## config.mk

```make
export PLATFORM = sky130hd
export DESIGN_NAME = if_stage_flat
export DESIGN_NICKNAME = d
export VERILOG_FILES = /design/src/rtl/if_stage_pkg.sv /design/src/rtl/if_stage_if.sv /design/src/rtl/if_stage_fetch_fifo.sv /design/src/rtl/if_stage.sv /design/src/flat_wrapper.sv
export SDC_FILE = /design/constraint.sdc
export NUM_CORES = 1
export LEC_CHECK = 0
export CORE_ASPECT_RATIO = 0.5
export CORE_MARGIN = 5
export CORE_UTILIZATION = 54
export CTS_CLUSTER_DIAMETER = 30
export CTS_CLUSTER_SIZE = 10
export DETAILED_ROUTE_END_ITERATION = 7
export GPL_ROUTABILITY_DRIVEN = 0
export PLACE_DENSITY = 0.92
export SETUP_SLACK_MARGIN = 0.2
export SLEW_MARGIN = 0
export SYNTH_ARGS = -nofsm -noshare
export SYNTH_HDL_FRONTEND = slang
export SYNTH_SLANG_ARGS = --single-unit
```

## constraint.sdc

```tcl
create_clock -name clk -period 2.8 [get_ports clk]
set_clock_uncertainty 0.1 [all_clocks]
set_input_delay 0.28 -clock clk [delete_from_list [all_inputs] [get_ports clk]]
set_output_delay 0.28 -clock clk [all_outputs]
set_load 0.02 [all_outputs]
```

## src/rtl/if_stage_pkg.sv

```systemverilog
// Shared types and constants for the LEGv8 instruction-fetch stage.
package if_pkg;

  // REQ and DRAIN both have bit 0 set, so the fetch request is a single flop bit.
  typedef enum logic [1:0] {
    IDLE  = 2'b00,
    REQ   = 2'b01,
    DRAIN = 2'b11
  } fetch_state_e;

  localparam int INSTR_BYTES = 4;
  localparam int OPC_MSB     = 31;
  localparam int OPC_LSB     = 21;
  localparam int OPC_WIDTH   = OPC_MSB - OPC_LSB + 1;

endpackage

```

## src/rtl/if_stage_if.sv

```systemverilog
// Fetch-stage bus bundle: instruction-memory handshake, branch redirect and
// the valid/ready hand-off to decode. master is the fetch stage itself.
interface if_stage_if #(
  parameter int PC_WIDTH    = 64,
  parameter int INSTR_WIDTH = 32
);
  import if_pkg::*;

  logic                   imem_req;
  logic [PC_WIDTH-1:0]    imem_addr;
  logic                   imem_ack;
  logic [INSTR_WIDTH-1:0] imem_rdata;
  logic                   redirect;
  logic [PC_WIDTH-1:0]    redirect_pc;
  logic                   id_valid;
  logic                   id_ready;
  logic [PC_WIDTH-1:0]    id_pc;
  logic [INSTR_WIDTH-1:0] id_instr;
  logic [OPC_WIDTH-1:0]   id_opcode;

  modport master (
    output imem_req, imem_addr, id_valid, id_pc, id_instr, id_opcode,
    input  imem_ack, imem_rdata, redirect, redirect_pc, id_ready
  );

  modport slave (
    input  imem_req, imem_addr, id_valid, id_pc, id_instr, id_opcode,
    output imem_ack, imem_rdata, redirect, redirect_pc, id_ready
  );

endinterface

```

## src/rtl/if_stage_fetch_fifo.sv

```systemverilog
// Small circular buffer holding fetched {pc, instr} entries until decode
// takes them. Flush beats push and pop in the same cycle.
module fetch_fifo #(
  parameter int WIDTH = 96,
  parameter int DEPTH = 2
) (
  input  logic                          clk,
  input  logic                          rst_n,
  input  logic                          i_push,
  input  logic                          i_pop,
  input  logic                          i_flush,
  input  logic [WIDTH-1:0]              i_data,
  output logic [WIDTH-1:0]              o_head,
  output logic [$clog2(DEPTH):0]        o_count
);

  localparam int AW = $clog2(DEPTH);
  localparam int CW = AW + 1;
  localparam logic [AW-1:0] PTR_ONE = AW'(1);
  localparam logic [CW-1:0] CNT_ONE = CW'(1);

  logic [WIDTH-1:0] r_mem [DEPTH];
  logic [AW-1:0]    r_wr_ptr;
  logic [AW-1:0]    r_rd_ptr;
  logic [CW-1:0]    r_count;

  // Storage, pointers (wrapping naturally at DEPTH) and occupancy.
  always_ff @(posedge clk or negedge rst_n) begin
    if (!rst_n) begin
      r_wr_ptr <= '0;
      r_rd_ptr <= '0;
      r_count  <= '0;
      for (int i = 0; i < DEPTH; i++) r_mem[i] <= '0;
    end else if (i_flush) begin
      r_wr_ptr <= '0;
      r_rd_ptr <= '0;
      r_count  <= '0;
    end else begin
      if (i_push) begin
        r_mem[r_wr_ptr] <= i_data;
        r_wr_ptr        <= r_wr_ptr + PTR_ONE;
      end
      if (i_pop) r_rd_ptr <= r_rd_ptr + PTR_ONE;
      if (i_push && !i_pop)      r_count <= r_count + CNT_ONE;
      else if (!i_push && i_pop) r_count <= r_count - CNT_ONE;
    end
  end

  assign o_head  = r_mem[r_rd_ptr];
  assign o_count = r_count;

endmodule

```

## src/rtl/if_stage.sv

```systemverilog
// LEGv8 instruction-fetch stage: PC register, instruction-memory req/ack
// sequencer, output buffer and branch-redirect handling.
//
//   state | meaning
//   IDLE  | no request outstanding; waits for buffer room or a redirect
//   REQ   | request outstanding at pc; ack pushes the word into the buffer
//   DRAIN | request outstanding at a stale pc after a redirect; its ack is
//         | thrown away and fetch restarts at pending_pc
module if_stage
  import if_pkg::*;
#(
  parameter int                  PC_WIDTH    = 64,
  parameter int                  INSTR_WIDTH = 32,
  parameter logic [PC_WIDTH-1:0] RESET_PC    = '0,
  parameter int                  FIFO_DEPTH  = 2
) (
  input  logic       clk,
  input  logic       rst_n,
  if_stage_if.master bus
);

  localparam int CW = $clog2(FIFO_DEPTH) + 1;
  localparam int EW = PC_WIDTH + INSTR_WIDTH;
  localparam logic [CW-1:0]       CNT_DEPTH = CW'(FIFO_DEPTH);
  localparam logic [PC_WIDTH-1:0] PC_INC    = PC_WIDTH'(INSTR_BYTES);

  fetch_state_e          r_state;
  fetch_state_e          w_state_nx;
  logic [PC_WIDTH-1:0]   r_pc;
  logic [PC_WIDTH-1:0]   w_pc_nx;
  logic [PC_WIDTH-1:0]   r_pending_pc;
  logic [PC_WIDTH-1:0]   w_pending_nx;

  logic                  w_push;
  logic                  w_pop;
  logic                  w_flush;
  logic                  w_id_valid;
  logic [CW-1:0]         w_count;
  logic [CW-1:0]         w_cnt_nx;
  logic [EW-1:0]         w_head;
  logic [INSTR_WIDTH-1:0] w_id_instr;

  // A redirect in the same cycle as id_ready is a flush, never a consume.
  assign w_pop      = w_id_valid & bus.id_ready & ~bus.redirect;
  assign w_push     = (r_state == REQ) & bus.imem_ack & ~bus.redirect;
  assign w_flush    = bus.redirect;
  assign w_id_valid = (w_count != '0);
  assign w_cnt_nx   = w_count - CW'(w_pop) + CW'(w_push);

  fetch_fifo #(
    .WIDTH (EW),
    .DEPTH (FIFO_DEPTH)
  ) u_fifo (
    .clk     (clk),
    .rst_n   (rst_n),
    .i_push  (w_push),
    .i_pop   (w_pop),
    .i_flush (w_flush),
    .i_data  ({r_pc, bus.imem_rdata}),
    .o_head  (w_head),
    .o_count (w_count)
  );

  // State, fetch PC and the parked redirect target.
  always_ff @(posedge clk or negedge rst_n) begin
    if (!rst_n) begin
      r_state      <= IDLE;
      r_pc         <= RESET_PC;
      r_pending_pc <= '0;
    end else begin
      r_state      <= w_state_nx;
      r_pc         <= w_pc_nx;
      r_pending_pc <= w_pending_nx;
    end
  end

  // Next-state and PC selection. pc never moves while a request is
  // outstanding unless that request is being acked this cycle.
  always_comb begin
    w_state_nx   = r_state;
    w_pc_nx      = r_pc;
    w_pending_nx = r_pending_pc;
    case (r_state)
      IDLE: begin
        if (bus.redirect) begin
          w_pc_nx    = bus.redirect_pc;
          w_state_nx = REQ;
        end else if (w_cnt_nx < CNT_DEPTH) begin
          w_state_nx = REQ;
        end
      end
      REQ: begin
        if (bus.imem_ack) begin
          if (bus.redirect) begin
            w_pc_nx = bus.redirect_pc;
          end else begin
            w_pc_nx = r_pc + PC_INC;
            if (w_cnt_nx >= CNT_DEPTH) w_state_nx = IDLE;
          end
        end else if (bus.redirect) begin
          w_pending_nx = bus.redirect_pc;
          w_state_nx   = DRAIN;
        end
      end
      DRAIN: begin
        if (bus.redirect) w_pending_nx = bus.redirect_pc;
        if (bus.imem_ack) begin
          w_pc_nx    = bus.redirect ? bus.redirect_pc : r_pending_pc;
          w_state_nx = REQ;
        end
      end
      default: w_state_nx = IDLE;
    endcase
  end

  // Request is bit 0 of the state register, address is the PC flop.
  assign bus.imem_req  = r_state[0];
  assign bus.imem_addr = r_pc;

  // Head fields read as zero whenever nothing is buffered.
  assign w_id_instr    = w_id_valid ? w_head[INSTR_WIDTH-1:0] : '0;
  assign bus.id_valid  = w_id_valid;
  assign bus.id_pc     = w_id_valid ? w_head[EW-1:INSTR_WIDTH] : '0;
  assign bus.id_instr  = w_id_instr;
  assign bus.id_opcode = w_id_instr[OPC_MSB:OPC_LSB];

endmodule
```

## src/flat_wrapper.sv

```systemverilog
// flat-port wrapper written by rule: the top's interface ports become plain ports
module if_stage_flat import if_pkg::*;
#(
  parameter int                  PC_WIDTH    = 64,
  parameter int                  INSTR_WIDTH = 32,
  parameter logic [PC_WIDTH-1:0] RESET_PC    = '0,
  parameter int                  FIFO_DEPTH  = 2
)
  (clk, rst_n, bus_imem_req, bus_imem_addr, bus_id_valid, bus_id_pc, bus_id_instr, bus_id_opcode, bus_imem_ack, bus_imem_rdata, bus_redirect, bus_redirect_pc, bus_id_ready);
  if_stage_if #(.PC_WIDTH(PC_WIDTH), .INSTR_WIDTH(INSTR_WIDTH)) bus_i ();
  input  logic clk;
  input  logic rst_n;
  output wire logic [$bits(bus_i.imem_req)-1:0] bus_imem_req;
  output wire logic [$bits(bus_i.imem_addr)-1:0] bus_imem_addr;
  output wire logic [$bits(bus_i.id_valid)-1:0] bus_id_valid;
  output wire logic [$bits(bus_i.id_pc)-1:0] bus_id_pc;
  output wire logic [$bits(bus_i.id_instr)-1:0] bus_id_instr;
  output wire logic [$bits(bus_i.id_opcode)-1:0] bus_id_opcode;
  input wire logic [$bits(bus_i.imem_ack)-1:0] bus_imem_ack;
  input wire logic [$bits(bus_i.imem_rdata)-1:0] bus_imem_rdata;
  input wire logic [$bits(bus_i.redirect)-1:0] bus_redirect;
  input wire logic [$bits(bus_i.redirect_pc)-1:0] bus_redirect_pc;
  input wire logic [$bits(bus_i.id_ready)-1:0] bus_id_ready;
  assign bus_imem_req = bus_i.imem_req;
  assign bus_imem_addr = bus_i.imem_addr;
  assign bus_id_valid = bus_i.id_valid;
  assign bus_id_pc = bus_i.id_pc;
  assign bus_id_instr = bus_i.id_instr;
  assign bus_id_opcode = bus_i.id_opcode;
  assign bus_i.imem_ack = bus_imem_ack;
  assign bus_i.imem_rdata = bus_imem_rdata;
  assign bus_i.redirect = bus_redirect;
  assign bus_i.redirect_pc = bus_redirect_pc;
  assign bus_i.id_ready = bus_id_ready;
  if_stage #(.PC_WIDTH(PC_WIDTH), .INSTR_WIDTH(INSTR_WIDTH), .RESET_PC(RESET_PC), .FIFO_DEPTH(FIFO_DEPTH)) u_core (.clk(clk), .rst_n(rst_n), .bus(bus_i));
endmodule
```

# Word level (Yosys, flattened, before mapping)
# Index checks and enable logic that the tools add are counted.
# classes
bitwise_logic	7
addsub	7
eq_ne	10
magnitude_cmp	5
n_mul	0
reduce_logical	16
n_mux	31
n_shift	0
n_div	0
# op_table
op	n
64-bit two-way mux	7
96-bit two-way mux	4
192-bit bitwise mux	1
64-bit case mux with 3 select lines	1
64-bit case mux with 2 select lines	1
96-bit demux with 1-bit select	1
64-bit by 3-bit adder with 64-bit output, second input constant	1
32-bit two-way mux	1
2-bit two-way mux	10
3-bit != test, second input constant	3
2-bit != test, second input constant	4
2-bit nonzero test	4
2-bit greater-or-equal comparator, second input constant	3
2-bit case mux with 3 select lines	1
3-bit nonzero test	2
5-bit AND reduction	1
1-bit bitwise AND	4
1-bit two-way mux	4
1-bit NOT with 2-bit output	2
2-bit AND reduction	2
4-bit AND reduction	1
1-bit logical AND	3
3-bit by 2-bit != test with 1-bit output, second input constant	1
1-bit adder, second input constant	2
other kinds (11)	12
# word_totals
latch_bits	0
input_bits	101
memories	0
ramBits	0
wordCells	84
register_bits	326
rom_bits	0
out_inout_bits	173

# Depth between registers and ports, before layout
# Gate-level depths: netlist of run 1.
# logic_depth
ltp_word	10
depth_mapped	10
ltp_nobuf	10

# Modules after synthesis
# A second synthesis of run 1 with hierarchy kept.
# hier_totals
hier_cells	1440
area_unflattened_um2	16751.1
# by_module_without_submodules
module	area_each_um2	instances	cells_each
fetch_fifo	8459.4	1	530
if_stage	8291.7	1	910

# Worst setup path after synthesis of run 1
# No wires, ideal clock.
# synth_timing
path_kind	register to register
start	reg u_core.u_fifo.r_count[1], in the netlist u_core.u_fifo.o_count[1]
end	reg u_core.r_state[0]
t_arrival_ps	2480
period_less_slack_ps	2705
setup_ps	125
path_buffers	0
path_stages_with_launch	11
slack_ps	95
cell_sequence	dfrtp_1 > nor2_1 > inv_1 > nand2_1 > nor2_1 > ha_1 > nor4bb_1 > xnor2_1 > nor2_1 > a211oi_1 > mux2_2
# synth_between
elab_chain_cells	8
word_cells_on_any_way	10
# synth_rtl
item	line	source
start, declared	if_stage_fetch_fifo.sv:25	logic [CW-1:0] r_count;
start signal, assigned	if_stage_fetch_fifo.sv:44	if (i_push && !i_pop) r_count <= r_count + CNT_ONE;
start signal, assigned	if_stage_fetch_fifo.sv:45	else if (!i_push && i_pop) r_count <= r_count - CNT_ONE;
2-bit nonzero test *	if_stage.sv:47	assign w_id_valid = (w_count != '0);
via bus_id_valid	flat_wrapper.sv:15	output wire logic [$bits(bus_i.id_valid)-1:0] bus_id_valid;
1-bit bitwise AND * (2 in a row)	if_stage.sv:44	assign w_pop = w_id_valid & bus.id_ready & ~bus.redirect;
2-bit by 1-bit subtractor with 2-bit output *	if_stage.sv:48	assign w_cnt_nx = w_count - CW'(w_pop) + CW'(w_push);
2-bit by 1-bit adder with 2-bit output *	if_stage.sv:48	
2-bit greater-or-equal comparator or 2-bit < comparator (tied branches)	if_stage.sv:98, if_stage.sv:88	
3-bit != test (no source line) or 3-bit by 2-bit != test with 1-bit output (tied branches)	--	
5-bit AND reduction (no source line) *	--	
end signal, assigned	if_stage.sv:71	r_state <= w_state_nx;
end, declared	if_stage.sv:27	fetch_state_e r_state;
# Mark *: on every way through the listed nets, which the timed path passes. The rest lies on a longest branch.
# A chain may end at the register's enable or synchronous reset.

# Worst setup path in the final report of run 1
# layout_timing
start	reg u_core.u_fifo.r_rd_ptr
end	out bus_id_pc[35]
# layout_between
elab_chain_cells	5
# layout_rtl
item	line	source
start, declared	if_stage_fetch_fifo.sv:24	logic [AW-1:0] r_rd_ptr;
start signal, assigned	if_stage_fetch_fifo.sv:43	if (i_pop) r_rd_ptr <= r_rd_ptr + PTR_ONE;
1-bit NOT with 2-bit output (not written as such)	if_stage_fetch_fifo.sv:49	assign o_head = r_mem[r_rd_ptr];
96-bit two-way mux (not written as such) (3 in a row)	if_stage_fetch_fifo.sv:49	
64-bit two-way mux	if_stage.sv:123	assign bus.id_pc = w_id_valid ? w_head[EW-1:INSTR_WIDTH] : '0;
end, declared	flat_wrapper.sv:16	output wire logic [$bits(bus_i.id_pc)-1:0] bus_id_pc;
# Every way passes these cells. The select of a mux whose other input is x is not followed.

==> results of run 1 <==
[cell type report]
cell class	count	share of cell area [%]
clock inverter	18	1.08
tap	399	2.29
antenna	3	0.0344
timing repair buffer	356	17.2
multi-input combinational	993	35.6
clock buffer	61	6.04
sequential	326	37.4
inverter	23	0.395
[flip-flops by register name, indices dropped and copies added, names as in the netlist]
| register | flops |
|---|---|
| u_core.u_fifo.r_rd_ptr | 1 |
| u_core.r_state | 2 |
| u_core.u_fifo.o_count | 2 |
| u_core.bus.imem_addr | 64 |
| u_core.r_pending_pc | 64 |
| u_core.u_fifo.r_mem | 192 |
| u_core.u_fifo.r_wr_ptr | 1 |
[worst max-delay path, stage by stage, from the launching register on]
cell,delay [ps]
dfrtp_4,480
buf_16,270
mux2i_2,470
nor2_1,120
clkdlybuf4s50_1,560
[where the power goes]
| group | internal (mW) | switching, mW |
|---|---|---|
| combinational | 4.94 | 6.11 |
| sequential | 7.00 | 2.32 |
| clock | 3.76 | 2.23 |
| total | 15.7 | 10.7 |
[per-stage QoR]
step	instances	worst slack (ps)	util, %
floorplan	1470	253	-
global placement	2084	177	65.9
detailed placement	2084	125	65.9
CTS	2166	114	71.4
global route	2179	-100	72.5
finish	2179	-65.6	72.5
[cells in the final DEF (no fill, tap or decap), types with 5 or more instances in the layout]
cell type	n
a21oi_1	32
a221oi_1	12
a22o_1	7
a22oi_1	47
a311o_1	6
a31oi_1	7
and2_1	7
and3_1	10
and4_1	9
buf_12	14
buf_4	61
bufinv_16	5
clkbuf_1	5
clkbuf_16	49
clkbuf_8	9
clkdlybuf4s50_1	204
clkinv_2	7
dfrtp_1	322
dlygate4sd2_1	11
dlymetal6s2s_1	57
ha_1	5
inv_1	22
mux2_2	241
mux2i_1	88
mux2i_2	13
nand2_1	79
nand3_1	34
nand4_1	28
nand4_2	5
nor2_1	137
nor3_1	11
nor4_1	19
o211ai_1	7
o21ai_0	62
o22ai_1	13
o31a_1	11
or4_1	9
[synthesized netlist by cell type (6+ instances only)]
cell type,count,share of area [%]
mux2i_1,102,6.2
nand3_1,37,1.1
clkbuf_1,64,1.5
nand4_1,28,1.1
buf_1,21,0.48
or4_1,9,0.41
inv_1,23,0.53
o211ai_1,7,0.32
o31a_1,11,0.59
a22oi_1,47,2.2
ha_1,6,0.46
a22o_1,7,0.37
nand2_1,80,1.8
a21oi_1,32,0.98
nor2_1,139,3.2
mux2_2,242,17
and3_1,11,0.42
and4_1,9,0.48
o22ai_1,13,0.50
buf_2,31,0.95
a31oi_1,7,0.27
nor4_1,20,0.76
and2_1,7,0.27
nor3_1,14,0.43
a311o_1,6,0.37
dfrtp_1,326,50
o21ai_0,62,1.9
buf_4,12,0.55
a221oi_1,12,0.64
[final timing paths]
kind | from | end | slack, ps | cells past startpoint
worst min-delay path | rst_n | u_core.u_fifo.r_mem[149]$_DFFE_PN0P_ | 220 | 2
min in group clk | bus_redirect_pc[27] | u_core.r_pending_pc[27]$_DFFE_PN0P_ | 270 | 2
worst max-delay path | u_core.u_fifo.r_rd_ptr$_DFFE_PN0P_ | bus_id_pc[35] | -70 | 4
max in group asynchronous | rst_n | u_core.u_fifo.r_mem[8]$_DFFE_PN0P_ | 1570 | 3
worst max register to register | u_core.r_state[1]$_DFFE_PN0P_ | u_core.bus.imem_addr[16]$_DFFE_PN0P_ | 80 | 7
worst min register to register | u_core.u_fifo.r_mem[93]$_DFFE_PN0P_ | u_core.u_fifo.r_mem[93]$_DFFE_PN0P_ | 400 | 1
[what timing repair did]
| action | in CTS | in global routing |
|---|---|---|
| gates resized for setup | 33 | 78 |
| pin swaps | 4 | 3 |
| endpoints found under the hold margin | 67 | 0 |
| hold buffers | 1 | 0 |
| endpoints found under the setup margin | 110 | 182 |
| buffers inserted | 2 | 5 |
| cloned | 0 | 5 |
[layer usage]
layer | up-vias | track usage (%) | routed length (µm)
met3 | 476 | 9.45 | 8150
met4 | 4 | 16.4 | 4520
met5 | - | 0 | 23
li1 | 5963 | - | -
met1 | 7155 | 39.1 | 20700
met2 | 1413 | 49.6 | 26000
[kinds of logic (layout without fill, tap and decap cells)]
| family | after synthesis | in the layout |
|---|---|---|
| flip-flops | 326 | 326 |
| other | 0 | 3 |
| adder cells (fa/ha/maj) | 6 | 6 |
| buffers and inverters | 154 | 458 |
| AND/OR/NAND/NOR | 389 | 391 |
| XOR/XNOR | 6 | 6 |
| AO/OA/AOI/OAI | 245 | 246 |
| multiplexers | 344 | 344 |
==> out/results.ini, run 1 <==
[run_status]
failed_checks = design-rule violations, negative setup slack
status = complete, but fails checks

[setup_path]
cp.required_ps = 2420
crit_arrival_ps = 2490
critical_path_class = register to output pin
crit_path_end_kind = output pin
critPathMaxFanout = 35
start_kind = register

[drt]
avgViaCountPerCell = 6.89
drcViolationCount = 33
drt-initial-drc-count = 2693
firstDrtPassIters = 8
drtAntennaViolNets = 0
wl_per_cell_um = 27.2
vias = 15000
routed_wl_mm = 59.4

[final_layout]
fin_area_mm2 = 0.0218
multi_input_area_mm2 = 0.00777
fillCellCount = 1714
seq_area_mm2 = 0.00817
nets = 1854
areaGrowthSynthToFinish_pct = 33.2
drive_above_1_share_pct = 25.7

[logic_synthesis]
synth_cell_types = 64
ys_seq_area_share_pct = 49.8
ys_warn_count = 0
syn_avg_cell_area_um2 = 11.1
synthXorXnorAreaFrac_pct = 0.321
yosys-mux-area-fraction_pct = 22.9
yosys_most_used_dff = dfrtp_1
synth_fa_ha_area_share_pct = 0.458
synth_compound_area_share_pct = 10.3
synthesis.area_mm2 = 0.0164
synth-async-reset-ratio_pct = 100
syn_inst = 1470
synth_edf_count = 0
synth_nets = 1577
synth_top_family_by_area = multiplexers
ys_seq_elements = 326
synth-simple-area-share_pct = 12.1

[floorplan]
chipHeight_um = 133
rows = 45
start_util_pct = 54.4
core_mm2 = 0.0301
fp.dieArea_mm2 = 0.0341
die_x_um = 256
io_pins = 274

[power]
power.leakage_nw = 10.0
ir_drop_mv = 0.526
finalPower_mw = 26.4
power_density_mw_per_mm2 = 1210

[sta]
grt_setup_unrepaired = yes
period_share_pct = 102
slew_viol_final = 0
finalHoldViolCount = 0
hold_ws_ps = 224
layout_setup_ws_ps = -65.6
fin_tns_setup_ps = -65.6
worst_pin_slew_ps = 753
setup_violations = 1
min_period_ps = 2870
fmax_ghz = 0.349
relSlewSlack_pct = 49.3

[clock_network]
clock_latency_ps = 560
htreeDepth = 2
ctsRootBufferMaster = clkbuf_16
cts.clk_slew.worst_paths_ps = 50
cts_made_buffers = 47
cts_tree = done
numClockSinks = 326
clockBufferDepth = 3

[run]
cap_violations = 0

[place]
dp_hpwl_mm = 34.2
io_buffers = 273
placed_cell_area_mm2 = 0.0198

[grt]
antenna_found_initial = 5
grt_overflow_total = 0
track_usage_pct = 31.3
grt_pass1_vias = 14800
grt_max_degree = 97
grt_pass1_wl_mm = 85.8

[worst_hold_path]
hold_path.class = primary input to asynchronous set/reset pin

Power figures use the tool's default switching activity.
==> inputs of run 2 (changes only) <==
Settings changed: CORE_UTILIZATION 54 to 25, PLACE_DENSITY 0.92 to 0.55.
Clock period 2.8 ns to 2.9 ns, I/O delays scaled along.
==> run 2 against run 1 <==
Effect of this change:
- the flow now finishes without violations
- design area increased by 7.0%
- cell count rose by 25%
- count of clock-buffer cells in the layout is 31 higher
- combinational power shrank 10%
- register-to-register slack better by 220 ps
- clock power rose by 47%
- utilization fell by 37 points
- sequential power fell by 7.4%
- non-clock buffer count up 10
- worst hold slack worse by 59 ps
- global-route usage shrank 16 points
- sequential cell count is the same
- critical path type unchanged
- highest routed layer is now met4
==> out/results.ini, run 2 (synthesized netlist as in run 1, its figures left out) <==
[setup_path]
crit_arrival_ps = 2290
cp.required_ps = 2510
crit_path_end_kind = output pin
crit_path_cell_trace = buf_16 -> mux2i_1 -> nor2_1 -> clkdlybuf4s50_1
start_kind = register
critical_path_class = register to output pin
critPathMaxFanout = 27
critPathSlowestCell = clkdlybuf4s50_1
slowest_delay_ps = 640

[drt]
drt-initial-drc-count = 1148
avgViaCountPerCell = 4.89
wl_per_cell_um = 20.5
drtAntennaViolNets = 0
drcViolationCount = 0
firstDrtPassIters = 5
vias = 13400
routed_wl_mm = 55.9

[sta]
setup_violations = 0
relSlewSlack_pct = 61.0
hold_ws_ps = 164
min_period_ps = 2680
period_share_pct = 92.4
worst_pin_slew_ps = 585
fin_tns_setup_ps = 0
fmax_ghz = 0.373
finalHoldViolCount = 0
slew_viol_final = 0
grt_setup_unrepaired = yes

[grt]
grt_max_degree = 71
grt_pass1_wl_mm = 85.5
antenna_found_initial = 5
track_usage_pct = 15.5
grt_pass1_vias = 13700
grt_overflow_total = 0

[final_layout]
fillCellCount = 6485
instances_no_fill = 2730
final_util_pct = 35.9
drive_above_1_share_pct = 27.1
nets = 1889
layout_commonest_cell = dfrtp_1
top_register = u_core.u_fifo.r_mem
areaGrowthSynthToFinish_pct = 42.5
largest_reg_flops = 192
final_cell_mix = 324 x dfrtp_1, 242 x mux2_2, 194 x clkdlybuf4s50_1

[floorplan]
rows = 66
fp.dieArea_mm2 = 0.0711
start_util_pct = 25.2
chipHeight_um = 191
core_mm2 = 0.0650
die_x_um = 372
io_pins = 274

[place]
io_buffers = 273
dp_hpwl_mm = 38.3
placedCellCount = 2584

[clock_network]
cts_made_buffers = 75
ctsRootBufferMaster = clkbuf_16
clock_latency_ps = 590
numClockSinks = 326
cts_tree = done
cts.clk_slew.worst_paths_ps = 50
htreeDepth = 3
clockBufferDepth = 3

[power]
power_density_mw_per_mm2 = 1180
power.leakage_nw = 10.0
finalPower_mw = 27.5
ir_drop_mv = 0.412

[run_status]
status = finished clean

[run]
cap_violations = 0

[worst_hold_path]
hold_path.class = primary input to asynchronous set/reset pin

## run 2: changes by cell type in the layout (fill, tap and decap cells not counted), moves of 3 or more
cell | previous run | this run
buf_4 | 61 | 71
clkinv_2 | 7 | 12
dlymetal6s2s_1 | 57 | 12
dlygate4sd2_1 | 11 | 66
mux2i_1 | 88 | 94
mux2i_2 | 13 | 7
clkinvlp_4 | 1 | 7
bufinv_16 | 5 | 11
clkbuf_16 | 49 | 78
clkinv_4 | 3 | 6
clkdlybuf4s50_1 | 204 | 194
inv_6 | 2 | 8
## run 2: metrics by stage
step,setup slack (ps),instance area [µm²]
after CTS,135,23300
after floorplan,290,16400
after global placement,190,20600
after global routing,122,23400
after detailed placement,193,20600
final,219,23400
## run 2: routing by layer
layer	global-route usage (%)	part of all wire (%)	vias to the layer above	wire, µm
met5	0	0	-	0
met4	6.11	3.0	0	1690
met3	2.59	5.0	103	2820
met2	25.8	49	406	27500
met1	20.1	43	6797	23900
li1	-	-	6049	-
## run 2: power breakdown
group / internal [mW] / total (mW) / switching, mW
Sequential: 6.77 / 8.63 / 1.86
Clock: 6.05 / 8.83 / 2.78
Combinational: 4.73 / 9.99 / 5.26
Total: 17.6 / 27.5 / 9.90
## run 2: path summary, 6_finish.rpt
path / from / endpoint / slack, ps / cells after the start
max: u_core.u_fifo.r_rd_ptr$_DFFE_PN0P_ / bus_id_opcode[6] / 220 / 4
min: rst_n / u_core.u_fifo.r_mem[150]$_DFFE_PN0P_ / 160 / 2
max reg2reg: u_core.u_fifo.o_count[0]$_DFFE_PN0P_ / u_core.r_state[0]$_DFFE_PN0P_ / 300 / 10
min reg2reg: u_core.u_fifo.r_mem[57]$_DFFE_PN0P_ / u_core.u_fifo.r_mem[57]$_DFFE_PN0P_ / 380 / 2
max in group asynchronous: rst_n / u_core.u_fifo.r_mem[179]$_DFFE_PN0P_ / 1610 / 3
min in group clk: bus_imem_rdata[2] / u_core.u_fifo.r_mem[2]$_DFFE_PN0P_ / 250 / 2
## run 2: what timing repair did
action | 4_1_cts | 5_1_grt
gates cloned | 2 | 0
setup endpoints to repair | 104 | 39
setup buffers | 2 | 0
resized for setup | 73 | 22
hold buffers | 1 | 0
pin swaps | 0 | 1
endpoints found under the hold margin | 56 | 0
## run 2: area by class of cell
cell class                      count  area [µm²]  share of cell area [%]
Multi-Input combinational cell    990        7660                    32.8
Inverter                           23        86.3                   0.370
Timing Repair Buffer              366        3680                    15.8
Sequential cell                   326        8160                    34.9
Clock buffer                       92        2060                    8.83
Clock inverter                     45         586                    2.51
Antenna cell                        4        10.0                  0.0429
Tap cell                          884        1110                    4.74
## run 2: worst max-delay path: cells and delay by family (launching register included)
kind / cells / cell delay [ps]
buffers and inverters: 2 / 860
flip-flops: 1 / 550
AND/OR/NAND/NOR: 1 / 150
multiplexers: 1 / 140
==> inputs of run 3 (changes only) <==
Settings changed: MAX_ROUTING_LAYER from default to met4, TNS_END_PERCENT from default to 20.
==> run 3 against run 2 <==
Effect of this change:
- non-clock buffer count shrank 1
- count of clock-buffer cells in the layout is the same
- critical path depth grew 1
- via count is essentially flat
- fmax shrank 2.9%
- critical path type unchanged
- combinational power is essentially flat
- wire length is essentially flat
- sequential power is essentially flat
- cell count is the same
==> out/results.ini, run 3 (synthesized netlist as in run 1, its figures left out) <==
[run_status]
status = finished clean

[setup_path]
crit_path_end = bus_id_pc[49]
crit_path_end_kind = output pin
cp.required_ps = 2510
critPathMaxFanout = 38
timing.rr.start = u_core.u_fifo.o_count[1]$_DFFE_PN0P_
reg2reg_to = u_core.r_state[0]$_DFFE_PN0P_
crit_arrival_ps = 2370
crit_path_start = u_core.u_fifo.r_rd_ptr$_DFFE_PN0P_
start_kind = register
reg2reg_depth = 10
ff2ff_setup_slack_ps = 220
critical_path_class = register to output pin

[drt]
firstDrtPassIters = 5
wl_per_cell_um = 20.5
vias = 13300
drcViolationCount = 0
drtAntennaViolNets = 0
drt-initial-drc-count = 1178
avgViaCountPerCell = 4.89
routed_wl_mm = 55.9

[floorplan]
start_util_pct = 25.2
fp.dieArea_mm2 = 0.0711
die_x_um = 372
core_mm2 = 0.0650
chipHeight_um = 191
rows = 66
io_pins = 274

[final_layout]
nets = 1888
top_register = u_core.u_fifo.r_mem
drive_above_1_share_pct = 26.7
layout_commonest_cell = dfrtp_1
final_cell_mix = 325 x dfrtp_1, 247 x clkdlybuf4s50_1, 242 x mux2_2
instances_no_fill = 2730
largest_reg_flops = 192
areaGrowthSynthToFinish_pct = 42.4

[run]
cap_violations = 0

[sta]
slew_viol_final = 0
fin_tns_setup_ps = 0
relSlewSlack_pct = 60.5
finalHoldViolCount = 0
min_period_ps = 2760
hold_ws_ps = 172
fmax_ghz = 0.362
setup_violations = 0
grt_setup_unrepaired = yes
period_share_pct = 95.2
layout_setup_ws_ps = 139
worst_pin_slew_ps = 588

[worst_hold_path]
hold_path.class = primary input to asynchronous set/reset pin

[place]
io_buffers = 273
dp_hpwl_mm = 38.3
placedCellCount = 2584
pre_cts_ws_ps = 193

[grt]
track_usage_pct = 15.8
grt_overflow_total = 0
grt_max_degree = 97
grt_pass1_wl_mm = 84.8
grt_pass1_vias = 13600
antenna_found_initial = 5

[power]
power_density_mw_per_mm2 = 1180
power.leakage_nw = 9.76
ir_drop_mv = 0.410

[clock_network]
htreeDepth = 3
ctsRootBufferMaster = clkbuf_16
cts_tree = done
cts_made_buffers = 75
clock_latency_ps = 580
cts.clk_slew.worst_paths_ps = 50
clockBufferDepth = 3
numClockSinks = 326

run 3: layout make-up:
class	instances	area, µm²
clock inverter	45	586
antenna	5	12.5
inverter	23	86.3
timing repair buffer	365	3690
fill	6446	41600
clock buffer	92	2060
tap	884	1110
multi-input combinational	990	7630
sequential	326	8160
run 3: worst min-delay path by stage:
stage / end / slack, ps / cells past startpoint
3_5_place_dp: u_core.u_fifo.r_mem[150]$_DFFE_PN0P_ / 190 / 1
4_1_cts: u_core.u_fifo.r_mem[150]$_DFFE_PN0P_ / 190 / 2
6_report: u_core.u_fifo.r_mem[150]$_DFFE_PN0P_ / 170 / 2
2_1_floorplan: u_core.bus.imem_addr[0]$_DFFE_PN0P_ / -110 / 0
3_3_place_gp: u_core.u_fifo.r_mem[150]$_DFFE_PN0P_ / 190 / 1
5_1_grt: u_core.u_fifo.r_mem[54]$_DFFE_PN0P_ / 210 / 2
run 3: where the power goes:
group | leakage [nW] | total [mW] | switching (mW) | internal, mW
Combinational | 4.46 | 10.0 | 5.27 | 4.77
Clock | 1.29 | 8.82 | 2.77 | 6.05
Sequential | 4.01 | 8.60 | 1.83 | 6.77
Total | 9.76 | 27.5 | 9.88 | 17.6
run 3: worst max-delay path: stages (launching register included):
cell,delay (ps)
dfrtp_4,530
buf_16,230
buf_4,210
mux2i_1,120
nor2_1,90
clkdlybuf4s50_1,610
run 3: per-stage QoR:
| stage | util, % | instance area [µm²] | power [mW] |
|---|---|---|---|
| after floorplan | - | 16400 | 14.1 |
| after global placement | 31.7 | 20600 | 18.4 |
| after detailed placement | 31.7 | 20600 | 18.6 |
| after CTS | 35.8 | 23300 | 27.6 |
| after global routing | 35.9 | 23300 | 28.9 |
| final | 35.9 | 23300 | 27.5 |
run 3: metal layers:
metal | share of wire [%] | track usage [%]
met4 | 3.2 | 6.27
met5 | 0 | -
met2 | 49 | 25.3
met1 | 44 | 20.0
met3 | 4.2 | 2.57
run 3: timing repair:
action,in CTS,in global routing
gates resized for setup,18,17
setup buffers,2,0
cloned,0,1
pin swaps,0,0
hold buffers,1,0
endpoints found under the setup margin,104,96
hold endpoints to repair,56,0
